## config.mk

```make
export PLATFORM = sky130hd
export DESIGN_NAME = sar_search_4bits
export DESIGN_NICKNAME = d
export VERILOG_FILES = /design/src/rtl/sar_pkg.sv /design/src/rtl/cmp_result_decode.sv /design/src/rtl/sar_search_4bits.sv
export SDC_FILE = /design/constraint.sdc
export NUM_CORES = 1
export LEC_CHECK = 0
export BUFFER_PORTS_ARGS = -buffer_cell sky130_fd_sc_hd__buf_2
export CAP_MARGIN = 0
export CORE_AREA = 3 3 49 51
export CTS_BUF_LIST = sky130_fd_sc_hd__clkbuf_8 sky130_fd_sc_hd__clkbuf_16
export CTS_CLUSTER_DIAMETER = 80
export DETAILED_ROUTE_END_ITERATION = 16
export DIE_AREA = 0 0 52 54
export GPL_TIMING_DRIVEN = 1
export PLACE_DENSITY_LB_ADDON = 0.1
export SLEW_MARGIN = 20
export SYNTH_ARGS = -nofsm -noshare
export SYNTH_HDL_FRONTEND = slang
export SYNTH_HIERARCHICAL = 1
export SYNTH_SLANG_ARGS = --single-unit
```

## constraint.sdc

```tcl
create_clock -name clk -period 2.15 [get_ports clk]
set_clock_uncertainty 0.15 [all_clocks]
set_input_delay 0.43 -clock clk [delete_from_list [all_inputs] [get_ports clk]]
set_output_delay 0.43 -clock clk [all_outputs]
set_load 0.005 [all_outputs]
```

## src/rtl/sar_pkg.sv

```systemverilog
// Shared types and constants for the 4-bit successive-approximation search.
// The comparator result bit positions live here so the decoder and its users agree.
package sar_pkg;

  localparam int unsigned W = 4;

  // Bit positions inside cmp_result.
  localparam int unsigned CMP_LT = 2;
  localparam int unsigned CMP_GT = 1;
  localparam int unsigned CMP_EQ = 0;

  typedef enum logic [1:0] {
    IDLE,
    PROBE,
    EVAL,
    FIN
  } state_e;

  // One-hot mask selecting the trial bit for the current search step.
  function automatic logic [W-1:0] bit_mask(input logic [1:0] idx);
    return W'(1) << idx;
  endfunction

endpackage

```

## src/rtl/cmp_result_decode.sv

```systemverilog
// Classifies the external comparator answer; anything that is not exactly one-hot
// is flagged illegal so the search can stop with an error.
module cmp_result_decode
  import sar_pkg::*;
(
  input  logic [2:0] cmp_result,
  output logic       lt,
  output logic       gt,
  output logic       eq,
  output logic       illegal
);

  always_comb begin
    lt      = 1'b0;
    gt      = 1'b0;
    eq      = 1'b0;
    illegal = 1'b0;
    unique case (cmp_result)
      3'(1 << CMP_LT): lt      = 1'b1;
      3'(1 << CMP_GT): gt      = 1'b1;
      3'(1 << CMP_EQ): eq      = 1'b1;
      default:         illegal = 1'b1;
    endcase
  end

endmodule

```

## src/rtl/sar_search_4bits.sv

```systemverilog
// Successive-approximation search for a 4-bit unknown using an external comparator.
// Every output is a flop loaded from the next-state values, so nothing is combinational.
module sar_search_4bits
  import sar_pkg::*;
#(
  parameter int unsigned SETTLE = 1
) (
  input  logic         clk,
  input  logic         rst_n,
  input  logic         start,
  output logic [W-1:0] cmp_probe,
  input  logic [2:0]   cmp_result,
  output logic         busy,
  output logic         done,
  output logic [W-1:0] value,
  output logic         err
);

  state_e       state_q, state_d;
  logic [W-1:0] acc_q, acc_d;
  logic [1:0]   idx_q, idx_d;
  logic [1:0]   cnt_q, cnt_d;
  logic [W-1:0] probe_q, probe_d;
  logic         busy_q, busy_d;
  logic         done_q, done_d;
  logic [W-1:0] value_q, value_d;
  logic         err_q, err_d;

  logic         res_lt, res_gt, res_eq, res_illegal;
  logic [W-1:0] trial_q, trial_d;
  logic         searching_d;

  cmp_result_decode u_decode (
    .cmp_result (cmp_result),
    .lt         (res_lt),
    .gt         (res_gt),
    .eq         (res_eq),
    .illegal    (res_illegal)
  );

  assign trial_q = acc_q | bit_mask(idx_q);

  always_comb begin
    state_d = state_q;
    acc_d   = acc_q;
    idx_d   = idx_q;
    cnt_d   = cnt_q;
    err_d   = err_q;

    unique case (state_q)
      IDLE: begin
        if (start) begin
          state_d = PROBE;
          acc_d   = '0;
          idx_d   = 2'd3;
          cnt_d   = '0;
          err_d   = 1'b0;
        end
      end
      PROBE: begin
        // Hold the trial on the comparator for SETTLE cycles before trusting its answer.
        if (cnt_q == 2'(SETTLE - 1)) begin
          state_d = EVAL;
        end else begin
          cnt_d = cnt_q + 2'd1;
        end
      end
      EVAL: begin
        if (res_illegal) begin
          err_d   = 1'b1;
          state_d = FIN;
        end else if (res_eq) begin
          acc_d   = trial_q;
          state_d = FIN;
        end else begin
          if (res_lt && !res_gt) begin
            acc_d = trial_q;
          end
          if (idx_q == 2'd0) begin
            state_d = FIN;
          end else begin
            idx_d   = idx_q - 2'd1;
            cnt_d   = '0;
            state_d = PROBE;
          end
        end
      end
      FIN: begin
        state_d = IDLE;
      end
      default: begin
        state_d = IDLE;
      end
    endcase
  end

  // Output flops are loaded from the state being entered so they line up with it.
  always_comb begin
    trial_d     = acc_d | bit_mask(idx_d);
    searching_d = (state_d == PROBE) || (state_d == EVAL);
    probe_d     = searching_d ? trial_d : acc_d;
    busy_d      = searching_d;
    done_d      = (state_d == FIN);
    value_d     = (state_d == FIN) ? acc_d : value_q;
  end

  always_ff @(posedge clk) begin
    if (!rst_n) begin
      state_q <= IDLE;
      acc_q   <= '0;
      idx_q   <= 2'd3;
      cnt_q   <= '0;
      probe_q <= '0;
      busy_q  <= 1'b0;
      done_q  <= 1'b0;
      value_q <= '0;
      err_q   <= 1'b0;
    end else begin
      state_q <= state_d;
      acc_q   <= acc_d;
      idx_q   <= idx_d;
      cnt_q   <= cnt_d;
      probe_q <= probe_d;
      busy_q  <= busy_d;
      done_q  <= done_d;
      value_q <= value_d;
      err_q   <= err_d;
    end
  end

  assign cmp_probe = probe_q;
  assign busy      = busy_q;
  assign done      = done_q;
  assign value     = value_q;
  assign err       = err_q;

endmodule
```

==> impl_metrics.env, run 1 <==
export IMPL_run_status="complete, no violations"
export IMPL_placement_io_buffers=16
export IMPL_final_setup_tns_ns=0
export IMPL_synthesis_instances=103
export IMPL_cts_tree="yes"
export IMPL_gr_usage_all_layers=0.159
export IMPL_synth_ff_type="dfxtp_1"
export IMPL_die_y_um=54
export IMPL_hpwl_um=1430
export IMPL_ff2ff_path_depth=8
export IMPL_io_pins=17
export IMPL_die_area_um2=2810
export IMPL_powerDensity_nw_per_um2=719
export IMPL_crit_path_cell_trace="buf_2, xor2_1, o21ai_1, o311a_4, a21o_1, ha_4, nand2_2, inv_2, nand3_1, o32ai_2"
export IMPL_antenna_left=0
export IMPL_synth_compound_area_frac=0.227
export IMPL_syn_area_um2=920
export IMPL_design_area_um2=1150
export IMPL_clock_latency_ns=0.26
export IMPL_synthSimpleGateAreaFrac=0.211
export IMPL_final_common_cell="dfxtp_1"
export IMPL_synthMuxAreaShare=0.0109
export IMPL_min_to="cnt_q[1]$_SDFFE_PN0P_"
export IMPL_worstPathRequired_ns=2.17
export IMPL_routedWlPerCell_um=13.6
export IMPL_leakagePower_nw=0.493
export IMPL_dr_pass1_iters=4
export IMPL_synthXorXnorAreaFrac=0.00952
export IMPL_grt_pass1_wl_um=3370
export IMPL_async_flop_share=0
export IMPL_synth_top_family_by_area="compound AO/OA/AOI/OAI gates"
export IMPL_fin_crit_ns=2.10
export IMPL_htreeDepth=1
export IMPL_syn_nets=111
export IMPL_worst_slew_pin_slew_ns=0.342
export IMPL_cts_sinks=21
export IMPL_final_cell_mix="21 x dfxtp_1, 15 x buf_2, 10 x nor2_1"
export IMPL_arrival_ns=2.12
export IMPL_dpl_cell_area_um2=1060
export IMPL_clockBufferDepth=2
export IMPL_peakVddDrop_mv=0.547
export IMPL_crit_type="primary input to flip-flop"
export IMPL_period_share=0.978
export IMPL_diodes=0
export IMPL_cp_num_buf_inv=2
export IMPL_cts_root_buf="clkbuf_8"
export IMPL_start_util=0.464
export IMPL_areaGrowthSynthToFinish_pct=24.9
export IMPL_grt_pass1_vias=754
export IMPL_ff2ff_setup_slack_ns=0.15
export IMPL_ys_types=35
export IMPL_core_area_um2=1980
export IMPL_layout_drive_gt1_share=0.291
export IMPL_hold_start="cnt_q[1]$_SDFFE_PN0P_"
export IMPL_fin_cells=154
export IMPL_grt_overflow=0
export IMPL_hold_depth=2
export IMPL_row_count=16
export IMPL_dp_cells=149
export IMPL_nets=136
export IMPL_cpMaxStageDelayCell="o311a_4"
export IMPL_fin_ws_ns=0.0480
export IMPL_r2r_start="state_q[0]$_SDFF_PN0_"
export IMPL_crit_fanout=5
export IMPL_drv_slew=0
export IMPL_grt_max_degree=15
export IMPL_slew_headroom=0.771
export IMPL_antenna_found_initial=0
export IMPL_path_depth=10
export IMPL_vias=833
export IMPL_timing_final_hold_violations=0
export IMPL_synth_edff_count=0
export IMPL_avgSynthCellArea_um2=8.93
export IMPL_synth_adder_area_share=0.0272
export IMPL_max_stage_delay_ns=0.33
export IMPL_r2r_end="cmp_probe[2]$_SDFF_PN0_"
export IMPL_cts_buffers=3
export IMPL_drt_iter0_markers=26
export IMPL_routed_wl_um=2090
export IMPL_yosysWarnings=6
export IMPL_place_ws_ns=-0.230
export IMPL_cp_top_family="compound AO/OA/AOI/OAI gates"
export IMPL_drc=0
export IMPL_routed_via_density=5.41
export IMPL_place_congestion=0.880
export IMPL_ys_seq_area_frac=0.457
export IMPL_clock_fmax_ghz=0.476
export IMPL_min_path_type="flip-flop to flip-flop"
export IMPL_dieWidth_um=52
export IMPL_endpoint_kind="flip-flop"
export IMPL_drv_cap=0
export IMPL_start_kind="primary input"
export IMPL_synth_seq_cells=21
export IMPL_report_final_setup_viol=0
export IMPL_clk_transition_reported_paths_ns=0.08
[kinds of logic after synthesis]
| family | Yosys count |
|---|---|
| simple gates | 35 |
| compound gates | 31 |
| flops | 21 |
| buf+inv | 12 |
| fa+ha+maj | 2 |
| xor+xnor | 1 |
| mux | 1 |
[tightest hold or removal path, cell delays in order, from the launching register on]
cell and delay [ns]:
dfxtp_1 0.31, nand2_1 0.05, mux2i_1 0.06
[Yosys cell counts (all sizes together) (2+ instances only)]
cell    instances  area (µm²)
nand2           5        18.8
nor3b           4        30.0
nand3           2        10.0
inv             9        33.8
and2            4        27.5
ha              2        25.0
o32ai           3        26.3
dfxtp          21         420
a21oi           8        40.0
nor3            2        10.0
o21ai           9        45.0
nor2           10        37.5
clkbuf          2        7.51
nor2b           3        18.8
[timing repair]
| item | 4_1_cts | 5_1_grt |
|---|---|---|
| gates resized for setup | 0 | 7 |
| hold buffers | 0 | 0 |
| setup buffers | 0 | 1 |
| endpoints found under the setup margin | 0 | 5 |
[how the worst max path moves through the flow]
stage,startpoint,endpoint
6_report,cmp_result[0],cmp_probe[2]$_SDFF_PN0_
5_1_grt,cmp_result[0],cmp_probe[2]$_SDFF_PN0_
4_1_cts,cmp_result[1],cmp_probe[2]$_SDFF_PN0_
3_5_place_dp,cmp_result[1],cmp_probe[2]$_SDFF_PN0_
3_3_place_gp,cmp_result[1],cmp_probe[2]$_SDFF_PN0_
2_1_floorplan,cmp_result[1],cmp_probe[2]$_SDFF_PN0_
[per-layer routing]
layer  up-vias  track usage  wire length (µm)
li1        419            -                 -
met1       388        0.203               946
met2        24        0.274              1040
met3         2       0.0332                97
met4         0       0.0393                 7
met5         -            0                 0
[cell type report]
type,instances,area (µm²)
inverters,9,33.8
fillers,205,833
flip-flops and latches,21,420
repair buffers,23,135
clock buffers,3,41.3
well taps,27,33.8
multi-input cells,70,479
clock inverters,1,5.00
[metrics by stage]
stage	util	power (mW)	hold slack, ns
5_1_grt	0.580	0.862	0.350
2_1_floorplan	-	0.506	0.285
6_report	0.580	0.825	0.318
4_1_cts	0.558	0.809	0.320
3_5_place_dp	0.535	0.554	0.309
3_3_place_gp	0.535	0.551	0.294
[report_power, final]
part	switching (mW)	internal (mW)	total, mW
sequential	0.0129	0.408	0.421
clock	0.129	0.129	0.258
combinational	0.0750	0.0713	0.146
[state kept, by name (all words and copies together) (netlist names)]
register   count
busy           1
cmp_probe      4
err            1
value          4
done           1
acc_q          4
idx_q          2
cnt_q          2
state_q        2
No activity file was read; power rests on OpenSTA's default activity.
==> inputs of run 2 (changes only) <==
Settings changed: CORE_AREA 3 3 49 51 to 3 3 47 49, CTS_BUF_LIST sky130_fd_sc_hd__clkbuf_8 sky130_fd_sc_hd__clkbuf_16 to sky130_fd_sc_hd__clkbuf_4 sky130_fd_sc_hd__clkbuf_8, DIE_AREA 0 0 52 54 to 0 0 50 52.
==> run 2 against run 1 <==
Net effect: hold slack worse by 0.048 ns; routed wire length down 7.9%; cell count is 0.65% higher; sequential share of layout area is 1.3 points higher; first-iteration DRC count decreased by 12%; count of clock-buffer cells in the layout is the same; via count increased by 0.60%; die area down 7.4%; critical path type unchanged.
==> impl_metrics.env, run 2 (same netlist as run 1, synthesis figures left out) <==
export IMPL_cts_root_buf="clkbuf_4"
export IMPL_start_kind="primary input"
export IMPL_grt_pass1_wl_um=3290
export IMPL_nets=137
export IMPL_dp_cells=151
export IMPL_multi_input_area_um2=457
export IMPL_run_status="complete, no violations"
export IMPL_endpoint_kind="flip-flop"
export IMPL_p_clk_frac=0.260
export IMPL_htreeDepth=1
export IMPL_io_pins=17
export IMPL_gr_usage_all_layers=0.170
export IMPL_areaGrowthSynthToFinish_pct=21.1
export IMPL_dr_pass1_iters=4
export IMPL_crit_type="primary input to flip-flop"
export IMPL_routedWlPerCell_um=12.4
export IMPL_core_area_um2=1900
export IMPL_dieWidth_um=50
export IMPL_die_y_um=52
export IMPL_cts_tree="yes"
export IMPL_post_cts_resized=0
export IMPL_period_share=0.961
export IMPL_fin_crit_ns=2.07
export IMPL_arrival_ns=2.15
export IMPL_place_congestion=0.883
export IMPL_crit_fanout=5
export IMPL_hold_depth=2
export IMPL_clock_latency_ns=0.31
export IMPL_nFillCells=181
export IMPL_leakagePower_nw=0.492
export IMPL_timing_final_hold_violations=0
export IMPL_drv_slew=0
export IMPL_whs_ns=0.270
export IMPL_seqCellArea_um2=422
export IMPL_grt_pass1_vias=733
export IMPL_clockBufferDepth=2
export IMPL_fin_cells=155
export IMPL_worst_slew_pin_slew_ns=0.302
export IMPL_drc=0
export IMPL_power_switching_uw=206
export IMPL_worstPathRequired_ns=2.24
export IMPL_cts_buffers=3
export IMPL_antenna_found_initial=0
export IMPL_layout_drive_gt1_share=0.289
export IMPL_grt_max_degree=15
export IMPL_clk_transition_reported_paths_ns=0.12
export IMPL_switching_share=0.275
export IMPL_grt_overflow=0
export IMPL_ff2ff_setup_slack_ns=0.16
export IMPL_antenna_left=0
export IMPL_row_count=16
export IMPL_start_util=0.484
export IMPL_hpwl_um=1360
export IMPL_drt_iter0_markers=23
export IMPL_seqPwrFrac=0.562
export IMPL_drv_cap=0
export IMPL_final_core_util=0.586
export IMPL_die_area_um2=2600
export IMPL_routed_via_density=5.41
export IMPL_report_final_setup_viol=0
export IMPL_routed_wl_um=1920
export IMPL_min_path_type="primary input to flip-flop"
export IMPL_placement_io_buffers=16
export IMPL_cts_sinks=21
export IMPL_powerDensity_nw_per_um2=674
export IMPL_vias=838
export IMPL_final_common_cell="dfxtp_1"
export IMPL_clock_fmax_ghz=0.484
export IMPL_cts_hold_buf=0
export IMPL_ff2ff_path_depth=8
export IMPL_rsz0062_at_grt="yes"
export IMPL_peakVddDrop_mv=0.359
export IMPL_final_cell_mix="20 x dfxtp_1, 16 x buf_2, 10 x nor2_1"
export IMPL_slew_headroom=0.798
export IMPL_combPwrFrac=0.179
export IMPL_diodes=0
export IMPL_post_cts_buffers=0
export IMPL_intPower_uw=544
-- run 2: power groups by stage --
| stage | clock network (mW) | registers, mW | logic [mW] |
|---|---|---|---|
| finish | 0.195 | 0.421 | 0.134 |
| global route | 0.219 | 0.424 | 0.152 |
| CTS | 0.201 | 0.422 | 0.132 |
| detailed placement | 0 | 0.430 | 0.129 |
| global placement | 0 | 0.429 | 0.128 |
| floorplan | 0 | 0.429 | 0.0776 |
-- run 2: stage by stage --
stage / setup slack, ns / TNS [ns] / power (mW) / instance area (µm²)
after floorplan: 0.0273 / 0 / 0.506 / 920
after global placement: -0.152 / -0.595 / 0.557 / 1070
after detailed placement: -0.240 / -1.06 / 0.559 / 1070
after CTS: 0.0683 / 0 / 0.755 / 1100
after global routing: -0.0199 / -0.0199 / 0.795 / 1110
final: 0.0845 / 0 / 0.750 / 1110
-- run 2: worst max-delay path, cell delays in order --
cell	delay, ns
buf_2	0.13
o21ai_0	0.15
o21ai_1	0.11
o311a_2	0.40
a21o_1	0.18
ha_2	0.33
nand2_1	0.06
inv_1	0.09
nand3_1	0.09
o32ai_2	0.19
-- run 2: per-layer routing --
layer,vias up,routed length [µm],track usage
met4,0,40,0.0968
met2,26,876,0.261
met3,5,95,0.0344
met1,386,910,0.219
met5,-,0,0
li1,421,-,-
-- run 2: worst paths after layout --
check,startpoint,end
max,cmp_result[1],cmp_probe[2]$_SDFF_PN0_
min,rst_n,idx_q[1]$_SDFF_PN1_
max reg2reg,idx_q[1]$_SDFF_PN1_,cmp_probe[2]$_SDFF_PN0_
min reg2reg,cnt_q[1]$_SDFFE_PN0P_,cnt_q[1]$_SDFFE_PN0P_
-- run 2: final cells by class --
cell class,count,area share
Sequential cell,21,0.379
Multi-Input combinational cell,70,0.410
Clock inverter,1,0.00449
Inverter,9,0.0303
Timing Repair Buffer,24,0.126
Tap cell,27,0.0303
Clock buffer,3,0.0202
==> inputs of run 3 (changes only) <==
Settings changed: CAP_MARGIN 0 to 20, REMOVE_ABC_BUFFERS set to 1.
==> run 3 against run 2 <==
Net effect: first-iteration DRC count decreased by 13%; largest power group unchanged; sequential cell count is the same; critical path type unchanged; non-clock buffer count did not move; core utilization increased by 0.59 points; maximum frequency increased by 1.1%; sequential share of layout area decreased by 0.49 points.
==> impl_metrics.env, run 3 (same netlist as run 1, synthesis figures left out) <==
export IMPL_run_status="complete, no violations"
export IMPL_gr_usage_all_layers=0.159
export IMPL_dieWidth_um=50
export IMPL_worstPathRequired_ns=2.20
export IMPL_fin_crit_ns=2.04
export IMPL_die_y_um=52
export IMPL_ff2ff_setup_slack_ns=0.23
export IMPL_grt_pass1_vias=721
export IMPL_period_share=0.951
export IMPL_placement_io_buffers=16
export IMPL_die_area_um2=2600
export IMPL_dpl_cell_area_um2=1070
export IMPL_final_cell_mix="21 x dfxtp_1, 16 x buf_2, 10 x nor2_1"
export IMPL_clock_latency_ns=0.30
export IMPL_cts_sinks=21
export IMPL_grt_max_degree=15
export IMPL_clk_transition_reported_paths_ns=0.12
export IMPL_routed_wl_um=1970
export IMPL_endpoint_kind="flip-flop"
export IMPL_peakVddDrop_mv=0.495
export IMPL_path_common_cell="buf_4"
export IMPL_crit_path_cell_trace="buf_2, o21ai_0, o21ai_1, buf_4, buf_4, or4b_4, and2_4, or3_1"
export IMPL_cts_root_buf="clkbuf_4"
export IMPL_row_count=16
export IMPL_grt_pass1_wl_um=3170
export IMPL_crit_type="primary input to flip-flop"
export IMPL_final_common_cell="dfxtp_1"
export IMPL_max_stage_delay_ns=0.48
export IMPL_min_path_type="primary input to flip-flop"
export IMPL_nFillCells=193
export IMPL_io_pins=17
export IMPL_rsz0062_at_grt="no"
export IMPL_drv_cap=0
export IMPL_drc=0
export IMPL_layout_drive_gt1_share=0.289
export IMPL_dr_pass1_iters=4
export IMPL_antenna_found_initial=0
export IMPL_clockBufferDepth=2
export IMPL_routed_via_density=5.29
export IMPL_hpwl_um=1420
export IMPL_powerDensity_nw_per_um2=667
export IMPL_drv_slew=0
export IMPL_drt_iter0_markers=20
export IMPL_start_kind="primary input"
export IMPL_diodes=0
export IMPL_start_util=0.484
export IMPL_areaGrowthSynthToFinish_pct=22.3
export IMPL_routedWlPerCell_um=12.7
export IMPL_htreeDepth=1
export IMPL_report_final_setup_viol=0
export IMPL_fin_cells=155
export IMPL_nets=137
export IMPL_cp_num_buf_inv=3
export IMPL_final_setup_tns_ns=0
export IMPL_cts_tree="yes"
export IMPL_dp_cells=150
export IMPL_cts_buffers=3
export IMPL_clock_fmax_ghz=0.489
export IMPL_grt_overflow=0
export IMPL_arrival_ns=2.10
export IMPL_timing_final_hold_violations=0
export IMPL_cpMaxStageDelayCell="or4b_4"
export IMPL_final_core_util=0.591
export IMPL_whs_ns=0.311
export IMPL_crit_fanout=5
export IMPL_leakagePower_nw=0.494
export IMPL_antenna_left=0
export IMPL_slew_headroom=0.768
export IMPL_cts_hold_buf=0
export IMPL_worst_slew_pin_slew_ns=0.348
export IMPL_core_area_um2=1900
export IMPL_place_congestion=0.882
export IMPL_vias=820
export IMPL_cp_top_family="simple AND/OR/NAND/NOR gates"
export IMPL_design_area_um2=1120
==> run 3: cell count changes in the layout (fill, tap and decap cells not counted) <==
cell | before | now
dfxtp_1 | 20 | 21
dfxtp_2 | 1 | 0
ha_2 | 1 | 0
ha_4 | 0 | 1
nand2_1 | 5 | 4
nand2_2 | 0 | 1
==> run 3: routing by layer <==
layer	track usage	wire (µm)	up-vias
met2	0.252	911	25
met4	0.0553	24	0
met5	0	0	-
met3	0.0344	108	4
li1	-	-	418
met1	0.212	926	373
==> run 3: where the power goes <==
part / switching [mW] / internal [mW]
Combinational: 0.0732 / 0.0685
Clock: 0.118 / 0.0694
Sequential: 0.0122 / 0.409
Total: 0.204 / 0.547
==> run 3: final timing paths <==
path	startpoint	to	cells past startpoint
worst min register to register	cnt_q[1]$_SDFFE_PN0P_	cnt_q[1]$_SDFFE_PN0P_	2
worst min-delay path	rst_n	idx_q[1]$_SDFF_PN1_	2
worst max-delay path	cmp_result[1]	idx_q[0]$_SDFF_PN1_	8
worst max register to register	idx_q[1]$_SDFF_PN1_	cmp_probe[2]$_SDFF_PN0_	8
==> run 3: final cells by class <==
cell class	count	area, µm²	share of cell area
multi-input combinational	70	469	0.417
clock inverter	1	5.00	0.00445
clock buffer	3	22.5	0.0200
sequential	21	420	0.374
tap	27	33.8	0.0300
inverter	9	33.8	0.0300
timing repair buffer	24	140	0.125
==> run 3: worst register-to-register path, delay by kind of cell (launching register included) <==
family	cells	cell delay [ns]
AOI/OAI and AO/OA	3	0.74
buffers and inverters	1	0.08
DFF	1	0.36
adders and majority gates	1	0.29
and+or+nand+nor	3	0.22
==> run 3: metrics by stage <==
stage          power [mW]  worst slack [ns]
5_1_grt             0.789            0.0119
3_5_place_dp        0.552            -0.226
3_3_place_gp        0.549            -0.156
6_report            0.750             0.106
2_1_floorplan       0.500            0.0285
4_1_cts             0.740            0.0997
==> run 3: timing repair <==
action	4_1_cts	5_1_grt
buffers inserted	0	1
endpoints found under the setup margin	0	1
gates resized for setup	0	3
